$ cat src/rtl/usb_line_replay_if.sv
// Word-stream handshake carrying packed D+/D- line samples into usb_line_replay.
interface usb_line_replay_if #(
  parameter int DW = 8
);
  logic [DW-1:0] in_data;
  logic          in_last;
  logic          in_valid;
  logic          in_ready;

  modport master (output in_data, output in_last, output in_valid, input in_ready);
  modport slave  (input in_data, input in_last, input in_valid, output in_ready);
endinterface

$ cat src/rtl/usb_line_replay.sv
// Replays recorded USB D+/D- line samples from a word stream, paced by a
// fractional NCO; idles the line between streams and counts underrun ticks.
module usb_line_replay #(
  parameter int DW      = 8,
  parameter int PACK    = 1,
  parameter int PHASE_W = 16,
  parameter bit IDLE_DP = 1'b1,
  parameter bit IDLE_DN = 1'b0
) (
  input  logic               clk,
  input  logic               rst,
  input  logic               cfg_en,
  input  logic [PHASE_W-1:0] cfg_step,
  usb_line_replay_if.slave   in_if,
  output logic               out_dp,
  output logic               out_dn,
  output logic               out_active,
  output logic               stat_done,
  output logic [15:0]        stat_underrun
);

  localparam int SPW   = (PACK != 0) ? DW / 2 : 1;
  localparam int CNT_W = (SPW > 1) ? $clog2(SPW) : 1;

  typedef enum logic [1:0] {IDLE, RUN, DONE} state_t;

  state_t             state_q, state_d;
  logic [PHASE_W-1:0] acc_q, acc_d;
  logic [DW-1:0]      buf_q, buf_d;
  logic               buf_last_q, buf_last_d;
  logic               buf_full_q, buf_full_d;
  logic [DW-1:0]      sr_q, sr_d;
  logic [CNT_W-1:0]   sr_cnt_q, sr_cnt_d;
  logic               sr_last_q, sr_last_d;
  logic               fin_q, fin_d;
  logic               seen_q, seen_d;
  logic               dp_q, dp_d;
  logic               dn_q, dn_d;
  logic               act_q, act_d;
  logic [15:0]        urun_q, urun_d;

  logic [PHASE_W:0]   sum;
  logic               tick;
  logic               accept;

  assign in_if.in_ready = (state_q == RUN) && !buf_full_q;
  assign accept         = in_if.in_valid && in_if.in_ready;
  assign sum            = {1'b0, acc_q} + {1'b0, cfg_step};

  always_comb begin
    state_d    = state_q;
    acc_d      = acc_q;
    buf_d      = buf_q;
    buf_last_d = buf_last_q;
    buf_full_d = buf_full_q;
    sr_d       = sr_q;
    sr_cnt_d   = sr_cnt_q;
    sr_last_d  = sr_last_q;
    fin_d      = fin_q;
    seen_d     = seen_q;
    dp_d       = dp_q;
    dn_d       = dn_q;
    act_d      = act_q;
    urun_d     = urun_q;
    tick       = 1'b0;

    case (state_q)
      IDLE: begin
        acc_d  = '0;
        seen_d = 1'b0;
        fin_d  = 1'b0;
        if (cfg_en) state_d = RUN;
      end
      RUN: begin
        if (cfg_en) begin
          acc_d = sum[PHASE_W-1:0];
          tick  = sum[PHASE_W];
        end
        if (tick) begin
          if (sr_cnt_q != '0) begin
            dp_d     = sr_q[1];
            dn_d     = sr_q[0];
            sr_d     = sr_q >> 2;
            sr_cnt_d = sr_cnt_q - 1'b1;
            act_d    = 1'b1;
            seen_d   = 1'b1;
            fin_d    = (sr_cnt_q == CNT_W'(1)) && sr_last_q;
          end else if (buf_full_q) begin
            dp_d       = buf_q[1];
            dn_d       = buf_q[0];
            sr_d       = buf_q >> 2;
            sr_cnt_d   = CNT_W'(SPW - 1);
            sr_last_d  = buf_last_q;
            buf_full_d = 1'b0;
            act_d      = 1'b1;
            seen_d     = 1'b1;
            fin_d      = (SPW == 1) && buf_last_q;
          end else begin
            // Last sample has now been held a full tick: release the line.
            dp_d  = IDLE_DP;
            dn_d  = IDLE_DN;
            act_d = 1'b0;
            if (fin_q) begin
              state_d = DONE;
            end else if (seen_q && urun_q != 16'hFFFF) begin
              urun_d = urun_q + 16'd1;
            end
          end
        end
        // Applied after consumption so a same-cycle refill keeps the buffer full.
        if (accept) begin
          buf_d      = in_if.in_data;
          buf_last_d = in_if.in_last;
          buf_full_d = 1'b1;
        end
      end
      DONE: begin
        dp_d  = IDLE_DP;
        dn_d  = IDLE_DN;
        act_d = 1'b0;
        if (!cfg_en) begin
          state_d = IDLE;
          urun_d  = '0;
        end
      end
      default: state_d = IDLE;
    endcase
  end

  always_ff @(posedge clk) begin
    if (rst) begin
      state_q    <= IDLE;
      acc_q      <= '0;
      buf_q      <= '0;
      buf_last_q <= 1'b0;
      buf_full_q <= 1'b0;
      sr_q       <= '0;
      sr_cnt_q   <= '0;
      sr_last_q  <= 1'b0;
      fin_q      <= 1'b0;
      seen_q     <= 1'b0;
      dp_q       <= IDLE_DP;
      dn_q       <= IDLE_DN;
      act_q      <= 1'b0;
      urun_q     <= '0;
    end else begin
      state_q    <= state_d;
      acc_q      <= acc_d;
      buf_q      <= buf_d;
      buf_last_q <= buf_last_d;
      buf_full_q <= buf_full_d;
      sr_q       <= sr_d;
      sr_cnt_q   <= sr_cnt_d;
      sr_last_q  <= sr_last_d;
      fin_q      <= fin_d;
      seen_q     <= seen_d;
      dp_q       <= dp_d;
      dn_q       <= dn_d;
      act_q      <= act_d;
      urun_q     <= urun_d;
    end
  end

  assign out_dp        = dp_q;
  assign out_dn        = dn_q;
  assign out_active    = act_q;
  assign stat_done     = (state_q == DONE);
  assign stat_underrun = urun_q;

endmodule

$ cat src/flat_wrapper.sv
// flat-port wrapper written by rule: the top's interface ports become plain ports
module usb_line_replay_flat 
#(
  parameter int DW      = 8,
  parameter int PACK    = 1,
  parameter int PHASE_W = 16,
  parameter bit IDLE_DP = 1'b1,
  parameter bit IDLE_DN = 1'b0
)
  (clk, rst, cfg_en, cfg_step, out_dp, out_dn, out_active, stat_done, stat_underrun, in_if_in_data, in_if_in_last, in_if_in_valid, in_if_in_ready);
  usb_line_replay_if #(.DW(DW)) in_if_i ();
  input  logic clk;
  input  logic rst;
  input  logic cfg_en;
  input  logic [PHASE_W-1:0] cfg_step;
  output logic out_dp;
  output logic out_dn;
  output logic out_active;
  output logic stat_done;
  output logic [15:0] stat_underrun;
  input wire logic [$bits(in_if_i.in_data)-1:0] in_if_in_data;
  input wire logic [$bits(in_if_i.in_last)-1:0] in_if_in_last;
  input wire logic [$bits(in_if_i.in_valid)-1:0] in_if_in_valid;
  output wire logic [$bits(in_if_i.in_ready)-1:0] in_if_in_ready;
  assign in_if_i.in_data = in_if_in_data;
  assign in_if_i.in_last = in_if_in_last;
  assign in_if_i.in_valid = in_if_in_valid;
  assign in_if_in_ready = in_if_i.in_ready;
  usb_line_replay #(.DW(DW), .PACK(PACK), .PHASE_W(PHASE_W), .IDLE_DP(IDLE_DP), .IDLE_DN(IDLE_DN)) u_core (.clk(clk), .rst(rst), .cfg_en(cfg_en), .cfg_step(cfg_step), .in_if(in_if_i), .out_dp(out_dp), .out_dn(out_dn), .out_active(out_active), .stat_done(stat_done), .stat_underrun(stat_underrun));
endmodule
$ cat config.mk
export PLATFORM = sky130hd
export DESIGN_NAME = usb_line_replay_flat
export DESIGN_NICKNAME = d
export VERILOG_FILES = /design/src/rtl/usb_line_replay_if.sv /design/src/rtl/usb_line_replay.sv /design/src/flat_wrapper.sv
export SDC_FILE = /design/constraint.sdc
export NUM_CORES = 1
export LEC_CHECK = 0
export CAP_MARGIN = 20
export CORE_UTILIZATION = 40
export DETAILED_ROUTE_END_ITERATION = 7
export GPL_ROUTABILITY_DRIVEN = 0
export PLACE_DENSITY_LB_ADDON = 0.08
export SLEW_MARGIN = 20
export SYNTH_ARGS = -nofsm -noshare
export SYNTH_HDL_FRONTEND = slang
export SYNTH_SLANG_ARGS = --single-unit
$ cat constraint.sdc
create_clock -name clk -period 2.67 [get_ports clk]
set_input_delay 0.6675 -clock clk [delete_from_list [all_inputs] [get_ports clk]]
set_output_delay 0.6675 -clock clk [all_outputs]
set_load 0.02 [all_outputs]
==> summary.md <==
| Metric | Value |
|---|---|
| Clock tree buffer depth | `2` |
| Post-DRT Antenna Nets | `0` |
| Synth cell types | `63` |
| Clock transition at path regs | `0.06 ns` |
| Wire per inst | `15.6 um` |
| Sequential share of the synthesized area | `0.331` |
| Htree depth | `3` |
| Ys flop type | `dfxtp_1` |
| Max Clock Skew | `0.0125 ns` |
| Initial DRC count | `109` |
| CTS root buf | `clkbuf_8` |
| First-pass GRT wire length | `15,600 um` |
| Final Hold Viols | `0` |
| Post-synthesis async set-or-reset flop share | `0` |
| Hold buffer count at CTS | `0` |
| Via density | `5.58` |
| Clk sink count | `58` |
| Boundary Pins | `50` |
| Synth area leaders | `dfxtp_1 33%, ha_1 7.8%, nand2_1 5.0%` |
| Status | `finished, final reports clean` |
| Skew-Pair Late Insertion Delay | `0.35 ns` |
| Global Route Usage Sum | `0.220` |
| RR Startpoint | `u_core.stat_underrun[0]` |
| Synth Cell Area | `3510 sq um` |
| I/O Buffers | `49` |
| TritonCTS Buffers | `9` |
| Hold Path Class | `flip-flop to flip-flop` |
| Max_cap viols | `0` |
| Number of antenna violations at the first check in global routing | `0` |
| DRC | `0` |
| Number of diodes | `0` |
| Sw Pwr | `1.10 mW` |
| Worst Hold Launch | `u_core.acc_q[14]` |
| Drt pass-1 iters | `4` |
| Leak | `1.96 nW` |
| Worst Hold Endpoint | `u_core.acc_q[14]` |
| Die width | `95.7 um` |
| Post-Syn Area per Cell | `8.61 sq um` |
| DP HPWL | `6260 um` |
| Routed WL | `9510 um` |
| Crit-path max FO | `9` |
| CP Class | `input pin to flip-flop` |
| Setup crit end kind | `flip-flop` |
| Net Sw Frac | `0.344` |
| Core Rows | `33` |
| CTS tree | `done` |
| Peak supply drop | `0.432 mV` |
| Area Overhead vs Synth | `41.6%` |
| Grt ovf | `0` |
| Setup violators final | `0` |
| Fmax | `0.385 GHz` |
| Die Y-Extent | `95.7 um` |
| Worst EP arrival | `2.86 ns` |
| R2R Setup Slk | `0.26 ns` |
| Power Total | `3.19 mW` |
| Int Power | `2.09 mW` |
| Min-Delay Path Depth | `2` |
| Clock power share | `0.309` |
| Crit path launch type | `input pin` |
| Layout fillers | `785` |
| Placed Area | `4460 sq um` |
| Synthesized instance count | `408` |
| RR Endpoint | `u_core.stat_underrun[3]` |
| Syn nets | `460` |
| # nets final | `553` |
| Final worst path period share | `0.972` |
| Largest net degree at the start of global routing | `24` |
| Die Footprint | `9160 sq um` |
| Reg power frac | `0.308` |
| Logic gate share of total power | `0.382` |
| Core area | `8340 sq um` |
| Number of flops mapped to enable cells by yosys | `0` |
| Pwr dens | `642 nW/um^2` |
| #FFs+latches synth | `58` |
| Reg2reg path depth | `7` |
| Yosys top cell area share | `0.331` |
| Initial core utilization | `0.421` |
| Layout cell share with drive strength beyond 1 | `0.229` |
| Worst Tran Pin Value | `0.540 ns` |
| Pre-CTS worst setup slack | `-0.520 ns` |
| Final min period | `2.60 ns` |
| YS warnings | `0` |
| Vias in the first global route | `3,319` |
| Vias after detailed routing | `3,412` |
| Post-synth top area cell | `dfxtp_1` |
| Rel. slew slack | `0.637` |
| RSZ-0062 raised after global routing | `no` |
| Worst Path Required | `2.94 ns` |
| Setup WS post-layout | `0.0741 ns` |
| Fin area | `4970 sq um` |
| Final Max Tran Viols | `0` |
## power groups by stage
stage	registers (mW)	logic, mW	clock network [mW]
2_1_floorplan	0.993	0.691	0
3_3_place_gp	0.993	1.06	0
3_5_place_dp	0.996	1.07	0
4_1_cts	0.978	1.17	1.01
5_1_grt	0.993	1.34	1.04
6_report	0.984	1.22	0.987
## layout make-up
class	instances	area, sq um	area share
inverter	11	41.3	0.00830
tap	105	131	0.0264
timing repair buffer	100	912	0.183
clock inverter	5	103	0.0206
multi-input combinational	321	2490	0.502
clock buffer	11	131	0.0264
sequential	58	1160	0.233
## worst max-delay path by stage
stage | startpoint | end | slack [ns] | cells past startpoint
final | cfg_step[1] | u_core.fin_q | 0.07 | 11
after global routing | cfg_step[1] | u_core.fin_q | 0.02 | 11
after CTS | cfg_step[3] | u_core.out_active | 0.001 | 11
after detailed placement | cfg_step[0] | u_core.fin_q | -0.52 | 11
after global placement | cfg_step[0] | u_core.stat_underrun[9] | -0.47 | 11
after floorplan | cfg_step[0] | u_core.stat_underrun[9] | -0.1 | 9
## critical path, stage by stage
cell and delay [ns]:
clkdlybuf4s15_1 0.21, buf_4 0.16, fa_2 0.40, a21o_1 0.22, a21oi_4 0.17, o21ai_2 0.08, a211oi_4 0.28, buf_6 0.19
o21ai_4 0.13, a21oi_2 0.16, mux2i_1 0.19
## cells in the mapped netlist (2+ instances only)
library cell and n:
dfxtp_1 58, clkbuf_1 16, xnor2_1 8, a21oi_4 2, ha_1 22, o21ai_2 2
a22oi_1 8, nor4_1 4, nand4_1 6, buf_6 3, a31oi_1 4, nand2_1 47
nor2b_1 7, o21ai_1 2, a21o_1 9, a21oi_1 32, mux2i_1 10, and3_1 5
nor4b_1 2, inv_1 11, nor2_1 30, o21ai_0 15, xor2_1 4, a32o_1 13
and2_1 2, nand3_1 12, nor3b_1 12, or2_2 2, nor3_1 8, o21bai_1 2
a311oi_1 4, o211ai_1 11, and3_2 3, a211oi_1 3
## metrics by stage
step,hold WS [ns],cells,TNS [ns],utilization
2_1_floorplan,0.429,408,-1.29,-
3_3_place_gp,0.439,589,-16.66,0.535
3_5_place_dp,0.449,589,-18.28,0.535
4_1_cts,0.461,611,0,0.580
5_1_grt,0.482,611,0,0.596
6_report,0.452,611,0,0.596
## placed cells by master (no fill, tap or decap), types with 3 or more instances in the layout
master / n
dfxtp_1: 58
a32o_1: 13
nor2b_1: 7
a22oi_1: 8
o21ai_0: 13
nand3_1: 11
clkdlybuf4s50_1: 38
a21o_1: 9
a21oi_2: 5
inv_1: 11
ha_1: 11
nor3_1: 8
o21ai_4: 3
o211ai_1: 11
nor2_1: 30
and3_1: 4
xor2_1: 4
clkbuf_8: 9
nand4_1: 6
ha_4: 10
nor4_1: 4
a31oi_1: 4
mux2i_1: 10
buf_4: 46
a311oi_1: 4
buf_6: 4
nand2_1: 47
a21oi_1: 28
xnor2_1: 8
and3_2: 3
dlymetal6s2s_1: 7
nor3b_1: 12
a211oi_1: 3
bufinv_16: 3
## flip-flops by register name, indices dropped and copies added, names as in the netlist, 2 cells and up
signal	count
u_core.sr_q	6
u_core.acc_q	16
u_core.buf_q	8
u_core.stat_underrun	16
u_core.state_q	2
u_core.sr_cnt_q	2
## cell families after synthesis
group / after synthesis / synth area share
AO/OA/AOI/OAI: 126 / 0.270
XOR/XNOR: 12 / 0.0299
adder cells (fa/ha/maj): 23 / 0.0841
buffers and inverters: 32 / 0.0410
flip-flops: 58 / 0.331
multiplexers: 10 / 0.0285
AND/OR/NAND/NOR: 147 / 0.216
## repair_timing
action                                  in CTS  in global routing
cloned                                       4                  0
endpoints found under the setup margin      36                 31
pin swaps                                   11                 23
gates resized for setup                     14                 31
buffers inserted                             2                  2
## routing by layer
metal / wire length, um / global-route usage / vias up / part of all wire
met2: 4430 / 0.374 / 64 / 0.47
met3: 292 / 0.0513 / 13 / 0.031
met5: 0 / 0 / - / 0
li1: - / - / 1713 / -
met1: 4660 / 0.280 / 1622 / 0.49
met4: 132 / 0.0560 / 0 / 0.014
Note: power is estimated with default switching activity, not from simulation.
